[src/rtl/ps2_host_tx.sv]
// PS/2 host-to-device command transmitter: inhibits the bus, requests to send, shifts
// a data/parity/stop frame on device clock falls and checks the device acknowledge.
module ps2_host_tx #(
    parameter int INHIBIT_CYCLES = 10000,
    parameter int SETUP_CYCLES   = 200,
    parameter int FILTER_LEN     = 8,
    parameter int FIRST_TIMEOUT  = 1500000,
    parameter int PKT_TIMEOUT    = 200000
) (
    input  logic       CLK,
    input  logic       RESET_N,
    input  logic [7:0] TX_DATA,
    input  logic       TX_VALID,
    output logic       TX_READY,
    output logic       TX_DONE,
    output logic       TX_ERR,
    output logic [1:0] ERR_CODE,
    input  logic       PS2_CLK,
    input  logic       PS2_DATA,
    output logic       PS2_CLK_OE,
    output logic       PS2_DATA_OE
);

    localparam int MAX_IS  = (INHIBIT_CYCLES > SETUP_CYCLES) ? INHIBIT_CYCLES : SETUP_CYCLES;
    localparam int MAX_TO  = (FIRST_TIMEOUT > PKT_TIMEOUT) ? FIRST_TIMEOUT : PKT_TIMEOUT;
    localparam int MAX_CNT = (MAX_IS > MAX_TO) ? MAX_IS : MAX_TO;
    localparam int TMR_W   = $clog2(MAX_CNT + 1);
    localparam int FLT_W   = $clog2(FILTER_LEN + 1);

    localparam logic [TMR_W-1:0] TMR_ZERO   = TMR_W'(0);
    localparam logic [TMR_W-1:0] TMR_ONE    = TMR_W'(1);
    localparam logic [TMR_W-1:0] TMR_MAX    = {TMR_W{1'b1}};
    localparam logic [TMR_W-1:0] INH_LAST   = TMR_W'(INHIBIT_CYCLES - 1);
    localparam logic [TMR_W-1:0] SET_LAST   = TMR_W'(SETUP_CYCLES - 1);
    localparam logic [TMR_W-1:0] FIRST_LAST = TMR_W'(FIRST_TIMEOUT - 1);
    localparam logic [TMR_W-1:0] PKT_LAST   = TMR_W'(PKT_TIMEOUT - 1);
    localparam logic [FLT_W-1:0] FLT_ZERO   = FLT_W'(0);
    localparam logic [FLT_W-1:0] FLT_ONE    = FLT_W'(1);
    localparam logic [FLT_W-1:0] FLT_LAST   = FLT_W'(FILTER_LEN - 1);

    typedef enum logic [2:0] {
        ST_IDLE       = 3'd0,
        ST_INHIBIT    = 3'd1,
        ST_SETUP      = 3'd2,
        ST_WAIT_FIRST = 3'd3,
        ST_SHIFT      = 3'd4,
        ST_ACK        = 3'd5,
        ST_WAIT_IDLE  = 3'd6,
        ST_FINISH     = 3'd7
    } state_t;

    function automatic logic odd_parity(input logic [7:0] d);
        return ~^d;
    endfunction

    logic [1:0]       clk_sync_r, data_sync_r;
    logic             clk_filt_r, clk_filt_q_r, data_filt_r;
    logic [FLT_W-1:0] clk_cnt_r, data_cnt_r;
    logic             fall_s;

    state_t           state_r, state_s;
    logic [TMR_W-1:0] timer_r, timer_s, timer_inc_s;
    logic [3:0]       bitcnt_r, bitcnt_s;
    logic [9:0]       frame_r, frame_s;
    logic             clk_oe_r, clk_oe_s, data_oe_r, data_oe_s;
    logic             tx_ready_r, tx_done_r, tx_done_s, tx_err_r, tx_err_s;
    logic [1:0]       err_code_r, err_code_s;

    // Two-flop synchronizers and glitch filters on both bus lines (idle-high preset)
    always_ff @(posedge CLK or negedge RESET_N) begin
        if (!RESET_N) begin
            clk_sync_r   <= 2'b11;
            data_sync_r  <= 2'b11;
            clk_filt_r   <= 1'b1;
            clk_filt_q_r <= 1'b1;
            data_filt_r  <= 1'b1;
            clk_cnt_r    <= FLT_ZERO;
            data_cnt_r   <= FLT_ZERO;
        end else begin
            clk_sync_r   <= {clk_sync_r[0], PS2_CLK};
            data_sync_r  <= {data_sync_r[0], PS2_DATA};
            clk_filt_q_r <= clk_filt_r;
            if (clk_sync_r[1] == clk_filt_r) begin
                clk_cnt_r <= FLT_ZERO;
            end else if (clk_cnt_r == FLT_LAST) begin
                clk_filt_r <= clk_sync_r[1];
                clk_cnt_r  <= FLT_ZERO;
            end else begin
                clk_cnt_r <= clk_cnt_r + FLT_ONE;
            end
            if (data_sync_r[1] == data_filt_r) begin
                data_cnt_r <= FLT_ZERO;
            end else if (data_cnt_r == FLT_LAST) begin
                data_filt_r <= data_sync_r[1];
                data_cnt_r  <= FLT_ZERO;
            end else begin
                data_cnt_r <= data_cnt_r + FLT_ONE;
            end
        end
    end

    assign fall_s      = clk_filt_q_r & ~clk_filt_r;
    assign timer_inc_s = (timer_r == TMR_MAX) ? timer_r : timer_r + TMR_ONE;

    // Next-state, frame shifting, timers and next output values
    always_comb begin
        state_s    = state_r;
        timer_s    = timer_inc_s;
        bitcnt_s   = bitcnt_r;
        frame_s    = frame_r;
        clk_oe_s   = clk_oe_r;
        data_oe_s  = data_oe_r;
        tx_done_s  = 1'b0;
        tx_err_s   = 1'b0;
        err_code_s = err_code_r;
        case (state_r)
            ST_IDLE: begin
                clk_oe_s  = 1'b0;
                data_oe_s = 1'b0;
                timer_s   = TMR_ZERO;
                bitcnt_s  = 4'd0;
                if (TX_VALID) begin
                    frame_s  = {1'b1, odd_parity(TX_DATA), TX_DATA};
                    clk_oe_s = 1'b1;
                    state_s  = ST_INHIBIT;
                end else begin
                    frame_s = frame_r;
                end
            end
            ST_INHIBIT: begin
                if (timer_r == INH_LAST) begin
                    data_oe_s = 1'b1;
                    timer_s   = TMR_ZERO;
                    state_s   = ST_SETUP;
                end else begin
                    state_s = ST_INHIBIT;
                end
            end
            ST_SETUP: begin
                if (timer_r == SET_LAST) begin
                    clk_oe_s = 1'b0;
                    timer_s  = TMR_ZERO;
                    state_s  = ST_WAIT_FIRST;
                end else begin
                    state_s = ST_SETUP;
                end
            end
            ST_WAIT_FIRST: begin
                // A device fall wins over a coinciding timeout
                if (fall_s) begin
                    data_oe_s = ~frame_r[0];
                    frame_s   = {1'b1, frame_r[9:1]};
                    bitcnt_s  = 4'd1;
                    timer_s   = TMR_ZERO;
                    state_s   = ST_SHIFT;
                end else if (timer_r == FIRST_LAST) begin
                    clk_oe_s   = 1'b0;
                    data_oe_s  = 1'b0;
                    tx_err_s   = 1'b1;
                    err_code_s = 2'b01;
                    state_s    = ST_FINISH;
                end else begin
                    state_s = ST_WAIT_FIRST;
                end
            end
            ST_SHIFT: begin
                if (fall_s) begin
                    data_oe_s = ~frame_r[0];
                    frame_s   = {1'b1, frame_r[9:1]};
                    bitcnt_s  = bitcnt_r + 4'd1;
                    if (bitcnt_r == 4'd9) begin
                        state_s = ST_ACK;
                    end else begin
                        state_s = ST_SHIFT;
                    end
                end else if (timer_r == PKT_LAST) begin
                    clk_oe_s   = 1'b0;
                    data_oe_s  = 1'b0;
                    tx_err_s   = 1'b1;
                    err_code_s = 2'b10;
                    state_s    = ST_FINISH;
                end else begin
                    state_s = ST_SHIFT;
                end
            end
            ST_ACK: begin
                if (fall_s) begin
                    if (!data_filt_r) begin
                        state_s = ST_WAIT_IDLE;
                    end else begin
                        tx_err_s   = 1'b1;
                        err_code_s = 2'b11;
                        state_s    = ST_FINISH;
                    end
                end else if (timer_r == PKT_LAST) begin
                    tx_err_s   = 1'b1;
                    err_code_s = 2'b10;
                    state_s    = ST_FINISH;
                end else begin
                    state_s = ST_ACK;
                end
            end
            ST_WAIT_IDLE: begin
                if (clk_filt_r && data_filt_r) begin
                    tx_done_s = 1'b1;
                    state_s   = ST_FINISH;
                end else if (timer_r == PKT_LAST) begin
                    tx_err_s   = 1'b1;
                    err_code_s = 2'b10;
                    state_s    = ST_FINISH;
                end else begin
                    state_s = ST_WAIT_IDLE;
                end
            end
            ST_FINISH: begin
                clk_oe_s  = 1'b0;
                data_oe_s = 1'b0;
                state_s   = ST_IDLE;
            end
            default: begin
                clk_oe_s  = 1'b0;
                data_oe_s = 1'b0;
                state_s   = ST_IDLE;
            end
        endcase
    end

    // State, datapath and registered outputs
    always_ff @(posedge CLK or negedge RESET_N) begin
        if (!RESET_N) begin
            state_r    <= ST_IDLE;
            timer_r    <= TMR_ZERO;
            bitcnt_r   <= 4'd0;
            frame_r    <= 10'h3FF;
            clk_oe_r   <= 1'b0;
            data_oe_r  <= 1'b0;
            tx_ready_r <= 1'b1;
            tx_done_r  <= 1'b0;
            tx_err_r   <= 1'b0;
            err_code_r <= 2'b00;
        end else begin
            state_r    <= state_s;
            timer_r    <= timer_s;
            bitcnt_r   <= bitcnt_s;
            frame_r    <= frame_s;
            clk_oe_r   <= clk_oe_s;
            data_oe_r  <= data_oe_s;
            tx_ready_r <= (state_s == ST_IDLE);
            tx_done_r  <= tx_done_s;
            tx_err_r   <= tx_err_s;
            err_code_r <= err_code_s;
        end
    end

    assign TX_READY    = tx_ready_r;
    assign TX_DONE     = tx_done_r;
    assign TX_ERR      = tx_err_r;
    assign ERR_CODE    = err_code_r;
    assign PS2_CLK_OE  = clk_oe_r;
    assign PS2_DATA_OE = data_oe_r;

endmodule

[config.mk]
export PLATFORM = sky130hd
export DESIGN_NAME = ps2_host_tx
export DESIGN_NICKNAME = d
export VERILOG_FILES = /design/src/rtl/ps2_host_tx.sv
export SDC_FILE = /design/constraint.sdc
export NUM_CORES = 1
export LEC_CHECK = 0
export BUFFER_PORTS_ARGS = -buffer_cell sky130_fd_sc_hd__buf_2
export CAP_MARGIN = 15
export CORE_MARGIN = 8
export CORE_UTILIZATION = 66
export DETAILED_ROUTE_END_ITERATION = 12
export GPL_ROUTABILITY_DRIVEN = 0
export PLACE_DENSITY = 0.85
export RECOVER_POWER = 100
export SYNTH_ARGS = -nofsm -noshare
export SYNTH_HDL_FRONTEND = slang
export SYNTH_SLANG_ARGS = --single-unit
[constraint.sdc]
create_clock -name CLK -period 6.6 [get_ports CLK]
set_clock_uncertainty 0.05 [all_clocks]
set_input_delay 0.99 -clock CLK [delete_from_list [all_inputs] [get_ports CLK]]
set_output_delay 0.99 -clock CLK [all_outputs]
set_load 0.1 [all_outputs]
Word level (Yosys, flattened, before mapping)
Index checks and enable logic that the tools add are counted.
W data, S select, Z words.
Cells by class
  divide/modulo/power cells: 0
  bitwise operators: 5
  $mul: 0
  reductions and logical operators: 18
  $add $sub $neg: 4
  mux-type cells: 58
  equality and inequality tests: 31
  shift operators: 0
  magnitude comparators: 0
Operators by type and width (number)
  $mux W21: 4
  $pmux W21 S4: 1
  $eq A21 B21 Y1 const B: 2
  $mux W4: 6
  $pmux W3 S8: 1
  $mux W1: 23
  $add A21 B1 Y21 const B: 1
  $eq A21 B14 Y1 const B: 1
  $eq A21 B18 Y1 const B: 1
  $eq A21 B8 Y1 const B: 1
  $mux W10: 2
  $mux W2: 10
  $ne A2 B2 Y1 const B: 10
  $pmux W10 S2: 1
  $mux W3: 5
  $add A4 B1 Y4 const B: 3
  $eq A3 B3 Y1 const B: 4
  $pmux W4 S3: 1
  $reduce_and A6 Y1: 2
  $ne A3 B3 Y1 const B: 3
  $eq A4 B3 Y1 const B: 2
  $pmux W1 S4: 2
  $pmux W2 S4: 1
  $reduce_bool A4 Y1: 2
  other kinds (18): 27
Storage, ports and cells
  input port bits: 13
  memory bits (read-only): 0
  bits in writable memories: 0
  flip-flop bits (word level): 60
  output and inout port bits: 7
  word-level logic and storage cells: 133
  memories: 0
  latch bits: 0

Longest topological paths before layout
Gate-level depths: netlist (run 1).
  depth after elaboration: 5
  mapped depth: 8
  gate-level depth less buffers: 7

Least setup slack after synthesis (run 1)
Ideal clock, no wire load.
  path type: register to register
  from: reg timer_r[0]
  to: reg err_code_r[0] (netlist: ERR_CODE[0])
  data arrival time: 1.949 ns
  buffers on the path: 0
  required time: 6.427 ns
  cell stages (with the launch flop): 7
  setup slack: 4.478 ns
  clock period less this slack: 2.122 ns
  library setup time: 0.123 ns
  path through: dfrtp_1 ha_1 or3b_4 nor4_1 nand3_1 a211o_1 a22o_1
On the way
  word-level cells in the longest chain between the ends: 4
  elaborated cells between the ends (all ways): 9
  those cells by class: 3 x eq/ne; 5 x mux; 1 x reduce/logical
Ends and longest elaborated chain
  from (decl): RTL line 62  | logic [TMR_W-1:0] timer_r, timer_s, timer_inc_s;
  from (signal assigned): RTL line 243  | timer_r <= timer_s;
  $eq A21 B18 Y1: RTL line 176, 195, 207
  $mux W2
  $mux W2 (on tied branches)
  $pmux W2 S4
  to (signal assigned): RTL line 251  | err_code_r <= err_code_s;
  to (decl): RTL line 67  | logic [1:0] err_code_r, err_code_s;
Several ways; a longest one is shown, not always the timed one. The select of a mux whose other input is x is not followed.
A chain may end at the register's enable or synchronous reset.

==> summary.txt, run 1 <==
Outcome
  • Status: complete, but fails checks
  • Violated checks: capacitance limit, slew limit

Drt
  • DRT iter0 DRCs: 234
  • WL/cell: 16.3 um
  • Vias post-DR: 2801
  • Vias per cell: 6.20
  • Detail Route Antenna Nets: 0
  • WL final: 7.35 mm
  • Drt pass-1 iters: 7
  • # DRC: 0

Final layout
  • Area Growth Syn to Fin: 8.68%
  • Register area: 0.00150 mm^2
  • Final Non-Filler Cells: 452
  • Antenna cells: 0
  • Final Util: 73.3%
  • Multi-input gate area: 0.00177 mm^2
  • Commonest non-fill, non-tap cell in the layout: dfrtp_1
  • Fin nets: 395
  • Most frequent cells in the layout: 42 x dfrtp_1, 36 x nor2_1, 31 x nand2_1, 23 x a21oi_1, 21 x o21ai_0
  • Layout cells sized above 1: 14.9%
  • Filler cells: 370

Critical path
  • Slowest stage delay, CP: 2140 ps
  • Worst-path cell chain: buf_2, clkbuf_1
  • Crit path required time: 6330 ps
  • Worst R2R End: timer_r[6]
  • Worst R2R Setup Slack: 3240 ps
  • Startpoint types: primary input
  • Worst r2r src: timer_r[16]
  • Worst r2r path cells: 6
  • Max stage delay cell, worst path: clkbuf_1
  • CP Capture Type: asynchronous set/reset pin
  • Critical path's top delay family: buffers and inverters
  • Crit path DAT: 3250 ps
  • WP buf/inv: 2
  • Crit Path Max Fanout: 59
  • Crit Path Class: primary input to asynchronous set/reset pin

STA
  • Fin crit share: 53.4%
  • Actual slew at the worst max-slew pin: 3050 ps
  • Fin. max-slew vios: 79
  • Finish-stage setup viols: 0
  • Fmax: 0.284 GHz
  • Relative slew slack: -104%
  • Setup TNS: 0 ps
  • RSZ-0062 raised after global routing: false
  • Final WS setup: 3080 ps
  • Fin crit period: 3520 ps
  • Fin. Hold Viols: 0

Global route
  • Global-route wire length before repair: 12.3 mm
  • Initial antenna violation count: 0
  • Most used routing layer: met2
  • M1 GR Usage: 26.4%
  • Largest net degree at the start of global routing: 60
  • Met3 Use GR: 5.16%
  • Vias in the first global route: 2615
  • Grt ovf: 0
  • GRT Total Usage: 20.4%
  • Routing usage on met2: 31.5%

Power
  • LEAKAGE: 1.55 nW
  • Maximum vdd drop: 204 uV
  • Cell Pwr Density: 299 mW/mm^2
  • Total design power: 1.11 mW

Die
  • Core ar.: 0.00504 mm^2
  • I/O Pins: 20
  • FP Rows: 26
  • Die ar.: 0.00771 mm^2
  • Die width: 87.8 um
  • Initial Utilization: 67.4%
  • Die height: 87.8 um

Placed design
  • Pre-CTS WS: 3830 ps
  • Cell count after placement: 435
  • Port Buf Inserts: 19
  • Post-DP HPWL: 5.02 mm

Synthesis
  • Synth area leader: dfrtp_1
  • Synth top area share: 30.9%
  • Synth warn: 0
  • Mapped Cells: 363
  • Synth top area cells: dfrtp_1 31%, dfstp_2 13%, xnor2_1 4.4%
  • Yosys reg bits: 59
  • EDFF count, synth: 0
  • Syn avg cell area: 9.37 um^2
  • Most used DFF post-synth: dfrtp_1
  • Distinct cells, synth: 58
  • Syn Nets: 381
  • Post-synth ARST share: 100%
  • Mapped Area: 0.00340 mm^2
  • Sequential area share after synthesis: 44.0%

Clock network
  • H-Tree Depth: 3
  • Post-CTS Setup Bufs: 0
  • Post_cts resized: 0
  • TritonCTS Sinks: 59
  • CTS tree: built
  • Total CTS buffers: 9
  • Worst-path clk slew: 70 ps
  • Skew-Pair Late Insertion Delay: 340 ps
  • CTS Root Cell: clkbuf_8
  • Hold_buf cts: 0
  • Clock buffer depth: 2

Job
  • Max-cap violations: 2

Worst hold path
  • Hold Crit Endpoint: clk_sync_r[1]
  • Hold Startpoint: clk_sync_r[0]
  • Worst Hold Depth: 0
  • HP Class: flip-flop to flip-flop
routing by layer:
metal / wire length (um) / up-vias / part of all wire (%)
li1: - / 1355 / -
met1: 3300 / 1334 / 45
met2: 3510 / 90 / 48
met3: 370 / 22 / 5.0
met4: 170 / 0 / 2.3
met5: 0 / - / 0
cell families after synthesis:
group                    synth area share, %
flip-flops                              44.0
AO/OA/AOI/OAI                           14.2
adder cells (fa/ha/maj)                 1.84
buffers and inverters                   2.87
AND/OR/NAND/NOR                         27.3
XOR/XNOR                                6.44
multiplexers                            3.35
report_power, final:
part / total (mW) / switching (mW) / internal (mW)
Sequential: 0.519 / 0.0760 / 0.443
Clock: 0.370 / 0.148 / 0.222
Combinational: 0.217 / 0.131 / 0.0852
Total: 1.11 / 0.355 / 0.750
state kept, by name (all words and copies together), names as in the netlist, 3 cells and up:
signal,flops
state_r,3
frame_r,9
bitcnt_r,4
data_cnt_r,4
timer_r,21
clk_cnt_r,4
worst max-delay path by stage:
stage,start,end,cells past startpoint,slack (ps)
global route,RESET_N,state_r[2],2,2360
floorplan,timer_r[0],ERR_CODE[0],6,4480
detailed placement,state_r[2],PS2_DATA_OE,5,3830
CTS,state_r[2],PS2_DATA_OE,5,3770
finish,RESET_N,timer_r[17],2,3080
global placement,state_r[2],PS2_DATA_OE,5,3960
cell usage after synthesis, types with 3 or more instances:
library cell,instances
nand4b_1,4
or3_1,6
or2_2,4
clkbuf_1,13
xnor2_1,17
nand2_1,31
and3_1,3
mux2_2,3
and2_1,5
a211oi_1,4
nor3_1,16
dfrtp_1,42
a211o_1,3
xor2_1,8
buf_2,3
inv_1,4
o21ai_0,20
dfstp_2,17
mux2i_1,8
ha_1,5
nand4bb_1,3
or4_1,3
nor2_1,36
o221ai_1,3
nor2b_1,7
nor4_1,5
a31oi_1,7
nand3_1,13
o31ai_1,3
nand4_1,8
a21oi_1,23
per-stage QoR:
stage,hold WS [ps],area [um^2]
6_report,310,3700
5_1_grt,315,3700
4_1_cts,312,3740
3_5_place_dp,303,3520
3_3_place_gp,298,3520
2_1_floorplan,295,3400
cell type report:
cell class | count | area share (%)
Tap cell | 70 | 2.37
Inverter | 4 | 0.406
Timing Repair Buffer | 22 | 2.74
Multi-Input combinational cell | 281 | 47.8
Clock buffer | 10 | 3.72
Sequential cell | 59 | 40.5
Clock inverter | 6 | 2.40
No activity file was read; power rests on OpenSTA's default activity.
==> run 2, diff against run 1 <==
- CORE_UTILIZATION: 66 -> 61
- PLACE_DENSITY: 0.85 -> 0.8
- clock period: 6.6 -> 3.65 ns (I/O delays scaled with it)
==> run 2 against run 1 <==
Effect of this change:
- largest cell class unchanged
- core utilization decreased by 4.7 points
- the run now ends clean
- routed wire length up 4.6%
- critical endpoint is now timer_r[8]
- sequential power increased by 81%
- hold slack lost 63 ps
==> summary.txt, run 2 (same netlist as run 1, synthesis figures left out) <==
STA
  • RSZ-0062 raised after global routing: false
  • Relative slew slack: 8.71% (+110 points)
  • Fin. Hold Viols: 0 (unchanged)
  • Finish-stage setup viols: 0 (unchanged)
  • Fin. max-slew vios: 0 (-100%)
  • Fmax: 0.349 GHz
  • Fin crit share: 78.4%
  • Fin crit period: 2860 ps
  • Actual slew at the worst max-slew pin: 1370 ps (-1690 ps)
  • Setup TNS: 0 ps (unchanged)

Clock network
  • CTS Root Cell: clkbuf_8
  • Clock buffer depth: 2 (unchanged)
  • Total CTS buffers: 9 (unchanged)
  • TritonCTS Sinks: 59 (unchanged)
  • CTS tree: built
  • Post_cts resized: 0 (unchanged)
  • H-Tree Depth: 3 (unchanged)
  • Post-CTS Setup Bufs: 0 (unchanged)
  • Skew-Pair Late Insertion Delay: 350 ps (about the same)
  • Hold_buf cts: 0 (unchanged)
  • Worst-path clk slew: 70 ps (about the same)

Critical path
  • CP Capture Type: flip-flop
  • Crit Path Class: flip-flop to flip-flop
  • Crit path required time: 3780 ps (-2550 ps)
  • Crit Path Max Fanout: 21 (-64%)
  • Crit path DAT: 2990 ps (-260 ps)
  • Startpoint types: flip-flop

Final layout
  • Commonest non-fill, non-tap cell in the layout: dfrtp_1
  • Layout cells sized above 1: 15.1% (+0.14 points)
  • Register area: 0.00150 mm^2 (unchanged)
  • Final Non-Filler Cells: 457 (+1.1%)
  • Most frequent cells in the layout: 42 x dfrtp_1, 36 x nor2_1, 31 x nand2_1, 23 x a21oi_1, 21 x o21ai_0
  • Largest register FFs: 21 (unchanged)
  • Reg with most FFs: timer_r
  • Antenna cells: 0 (unchanged)
  • Filler cells: 433 (+17%)
  • Final Util: 68.6% (-4.7 points)
  • Largest regs: timer_r: 21 flops, frame_r: 9 flops
  • Finished Cell Area: 0.00373 mm^2 (+0.88%)
  • Area Growth Syn to Fin: 9.64%
  • Multi-input gate area: 0.00179 mm^2 (+1.1%)
  • Fin nets: 398 (+0.76%)

Die
  • Die height: 90.7 um (+3.3%)
  • Initial Utilization: 62.5% (-4.9 points)
  • I/O Pins: 20 (unchanged)
  • FP Rows: 27 (+3.8%)
  • Die width: 90.7 um (+3.3%)
  • Die ar.: 0.00822 mm^2 (+6.7%)
  • Core ar.: 0.00544 mm^2 (+7.9%)

Drt
  • WL final: 7.69 mm (+4.6%)
  • Detail Route Antenna Nets: 0 (unchanged)
  • DRT iter0 DRCs: 163 (-30%)
  • Drt pass-1 iters: 5 (-2)
  • # DRC: 0 (unchanged)
  • WL/cell: 16.8 um (+3.5%)
  • Vias post-DR: 2842 (+1.5%)
  • Vias per cell: 6.22 (+0.35%)

Placed design
  • Post-DP HPWL: 5.22 mm (+4.0%)
  • Area after DPL: 0.00354 mm^2 (+0.71%)
  • Port Buf Inserts: 19 (unchanged)
  • Cell count after placement: 440 (+1.1%)

Global route
  • Global-route wire length before repair: 13.3 mm (+8.3%)
  • Grt ovf: 0 (unchanged)
  • Initial antenna violation count: 0 (unchanged)
  • Vias in the first global route: 2806 (+7.3%)
  • GRT Total Usage: 19.8% (-0.58 points)
  • Largest net degree at the start of global routing: 51 (-15%)

Power
  • Total design power: 2.01 mW (+82%)
  • LEAKAGE: 1.58 nW (+1.9%)
  • Maximum vdd drop: 394 uV (+93%)
  • Cell Pwr Density: 540 mW/mm^2 (+81%)

Job
  • Max-cap violations: 0 (-2)

Worst hold path
  • HP Class: primary input to flip-flop

Outcome
  • Status: finished clean
## run 2: routing by layer
metal,vias up,track usage (%),share of wire [%]
li1,1356,-,-
met1,1360,25.1,45
met2,108,30.2,48
met3,18,4.16,5.1
met4,0,12.3,2.7
met5,-,0,0
## run 2: layout make-up
| class | count | area share, % |
|---|---|---|
| Multi-Input combinational cell | 281 | 48.0 |
| Tap cell | 72 | 2.42 |
| Inverter | 4 | 0.403 |
| Timing Repair Buffer | 25 | 2.99 |
| Sequential cell | 59 | 40.2 |
| Clock inverter | 5 | 2.01 |
| Clock buffer | 11 | 4.06 |
## run 2: worst paths after layout
kind	slack [ps]	cells after the start	to	start
setup / recovery	790	6	timer_r[8]	timer_r[12]
hold / removal	250	1	clk_sync_r[0]	PS2_CLK
setup reg to reg	790	6	timer_r[8]	timer_r[12]
hold reg to reg	310	0	data_sync_r[1]	data_sync_r[0]
max in group asynchronous	1030	3	frame_r[2]	RESET_N
min in group asynchronous	430	1	data_cnt_r[1]	RESET_N
## run 2: stage by stage
| stage | setup slack (ps) | hold WS, ps |
|---|---|---|
| floorplan | 1530 | 202 |
| global placement | 1360 | 301 |
| detailed placement | 1220 | 300 |
| CTS | 1220 | 231 |
| global route | 537 | 232 |
| finish | 788 | 247 |
## run 2: critical path, cell delays in order (launching register included)
cell and delay [ps]:
dfrtp_1 420, or3_1 450, nor4_1 550, a21oi_1 160, nor3b_2 170, clkbuf_1 760
nor2_1 140
## run 2: power breakdown
group | total [mW] | switching, mW | internal (mW)
Combinational | 0.392 | 0.237 | 0.155
Clock | 0.680 | 0.263 | 0.418
Sequential | 0.941 | 0.140 | 0.801
==> run 3, diff against run 2 <==
- CORE_UTILIZATION: 61 -> 55
- PLACE_DENSITY: 0.8 -> 0.76
- clock period: 3.65 -> 2.35 ns (I/O delays scaled with it)
==> run 3 against run 2 <==
Effect of this change:
- hold slack worse by 200 ps
- non-clock buffer count is 13 higher
- fmax increased by 29%
- setup slack worse by 660 ps
- cell count rose by 3.5%
- clock-buffer cell count stayed put
- sequential share of layout area fell by 1.2 points
- sequential power grew 54%
- global-route usage shrank 1.7 points
- sequential cell count unchanged
- via count up 0.42%
- core utilization fell by 4.1 points
- critical path type unchanged
- largest power group unchanged
==> summary.txt, run 3 (same netlist as run 1, synthesis figures left out) <==
Outcome
  • Status: finished clean

STA
  • Actual slew at the worst max-slew pin: 1400 ps (+30.8 ps)
  • Final WS setup: 124 ps (-663 ps)
  • Hold_ws: 48.5 ps (-198 ps)
  • Setup TNS: 0 ps (unchanged)
  • RSZ-0062 raised after global routing: false
  • Fin crit share: 94.7% (+16 points)
  • Relative slew slack: 6.66% (-2.1 points)
  • Fin. max-slew vios: 0 (unchanged)
  • Finish-stage setup viols: 0 (unchanged)
  • Fin crit period: 2230 ps (-637 ps)
  • Fmax: 0.449 GHz (+29%)
  • Fin. Hold Viols: 0 (unchanged)

Power
  • Internal power: 2.03 mW (+47%)
  • Clock power frac: 30.3% (-3.5 points)
  • Sw Share: 32.8% (+1.0 points)
  • Cell Pwr Density: 785 mW/mm^2 (+45%)
  • Flop pwr share: 48.1% (+1.4 points)
  • Total net switching power: 0.990 mW (+55%)
  • Maximum vdd drop: 491 uV (+25%)
  • LEAKAGE: 1.67 nW (+5.9%)
  • Gate power share: 21.6% (+2.1 points)

Final layout
  • Reg with most FFs: timer_r
  • Antenna cells: 0 (unchanged)
  • Finished Cell Area: 0.00384 mm^2 (+3.0%)
  • Area Growth Syn to Fin: 13.0%
  • Most frequent cells in the layout: 42 x dfrtp_1, 36 x nor2_1, 31 x nand2_1, 23 x a21oi_1, 21 x o21ai_0
  • Fin nets: 411 (+3.3%)
  • Layout cells sized above 1: 19.3% (+4.3 points)
  • Largest regs: timer_r: 21 flops, frame_r: 9 flops
  • Commonest non-fill, non-tap cell in the layout: dfrtp_1
  • Largest register FFs: 21 (unchanged)

Drt
  • # DRC: 0 (unchanged)
  • Vias per cell: 6.03 (-3.0%)
  • DRT iter0 DRCs: 129 (-21%)
  • WL final: 7.46 mm (-3.0%)
  • Vias post-DR: 2854 (+0.42%)
  • Detail Route Antenna Nets: 0 (unchanged)
  • WL/cell: 15.8 um (-6.2%)
  • Drt pass-1 iters: 4 (-1)

Critical path
  • Startpoint types: flip-flop
  • CP Capture Type: flip-flop
  • Crit path DAT: 2390 ps (-600 ps)
  • Crit Path Class: flip-flop to flip-flop
  • WP buf/inv: 0 (-1)
  • Crit path required time: 2520 ps (-1260 ps)
  • Worst-path cell chain: ha_1, or3b_4, nor4_4, nand2_1, a2111oi_1, nor4b_2
  • Slowest stage delay, CP: 460 ps (-300 ps)
  • Worst r2r src: timer_r[1]
  • Max stage delay cell, worst path: a2111oi_1
  • Critical path's top delay family: simple AND/OR/NAND/NOR gates
  • Crit Path Max Fanout: 5 (-76%)
  • Crit path launch: timer_r[1]

Global route
  • Largest net degree at the start of global routing: 60 (+18%)
  • M1 GR Usage: 23.2% (-1.8 points)
  • Most used routing layer: met2
  • Vias in the first global route: 2687 (-4.2%)
  • GRT Total Usage: 18.1% (-1.7 points)
  • Routing usage on met2: 28.4% (-1.8 points)
  • Initial antenna violation count: 0 (unchanged)
  • Met3 Use GR: 4.68% (+0.53 points)
  • Grt ovf: 0 (unchanged)
  • Global-route wire length before repair: 12.9 mm (-3.3%)

Worst hold path
  • Hold Startpoint: PS2_CLK
  • HP Class: primary input to flip-flop

Die
  • I/O Pins: 20 (unchanged)
  • Initial Utilization: 57.1% (-5.4 points)
  • Core ar.: 0.00596 mm^2 (+9.5%)
  • Die width: 94.6 um (+4.4%)
  • FP Rows: 28 (+3.7%)
  • Die height: 94.6 um (+4.4%)
  • Die ar.: 0.00896 mm^2 (+8.9%)

Placed design
  • Area after DPL: 0.00365 mm^2 (+3.1%)
  • Port Buf Inserts: 19 (unchanged)
  • Pre-CTS WS: 134 ps (-1080 ps)
  • Post-DP HPWL: 5.27 mm (+0.95%)

Clock network
  • Clock buffer depth: 2 (unchanged)
  • H-Tree Depth: 3 (unchanged)
  • Worst-path clk slew: 70 ps (about the same)
  • Hold_buf cts: 0 (unchanged)
  • Total CTS buffers: 9 (unchanged)
  • Skew-Pair Late Insertion Delay: 350 ps (about the same)
  • CTS tree: built
  • CTS Root Cell: clkbuf_8
  • TritonCTS Sinks: 59 (unchanged)

Job
  • Max-cap violations: 0 (unchanged)
[run 3: what timing repair did]
action / 4_1_cts / 5_1_grt
gates resized for setup: 0 / 4
endpoints found under the hold margin: 0 / 0
endpoints found under the setup margin: 0 / 20
buffers inserted: 0 / 0
[run 3: layer usage]
metal / vias up / wire length [um]
met5: - / 0
met4: 0 / 184
met3: 18 / 411
met2: 93 / 3550
met1: 1354 / 3320
li1: 1389 / -
[run 3: final cells by class]
class                      count  area (um^2)
clock inverter                 5         52.6
tap                           75         93.8
timing repair buffer          38          215
sequential                    59         1500
inverter                       4         15.0
clock buffer                  11          141
multi-input combinational    281         1830
fill                         496         2110
[run 3: worst paths after layout]
kind	end	slack (ps)	cells after the start
setup / recovery	PS2_DATA_OE	120	6
hold / removal	clk_sync_r[0]	50	1
setup reg to reg	PS2_DATA_OE	120	6
hold reg to reg	data_sync_r[1]	310	0
max in group asynchronous	timer_r[0]	1040	2
min in group asynchronous	clk_cnt_r[2]	360	2
[run 3: power by group through the flow]
stage / sequential (mW) / combinational (mW) / clock [mW]
2_1_floorplan: 1.46 / 0.459 / 0
3_3_place_gp: 1.46 / 0.632 / 0
3_5_place_dp: 1.47 / 0.647 / 0
4_1_cts: 1.46 / 0.656 / 0.934
5_1_grt: 1.48 / 0.731 / 0.981
6_report: 1.45 / 0.650 / 0.914
[run 3: metrics by stage]
step                      total power, mW  std cells  utilization [%]
after floorplan                      1.92        363                -
after global placement               2.09        457             61.3
after detailed placement             2.12        457             61.3
after CTS                            3.05        473             64.5
after global routing                 3.19        473             64.5
final                                3.01        473             64.5
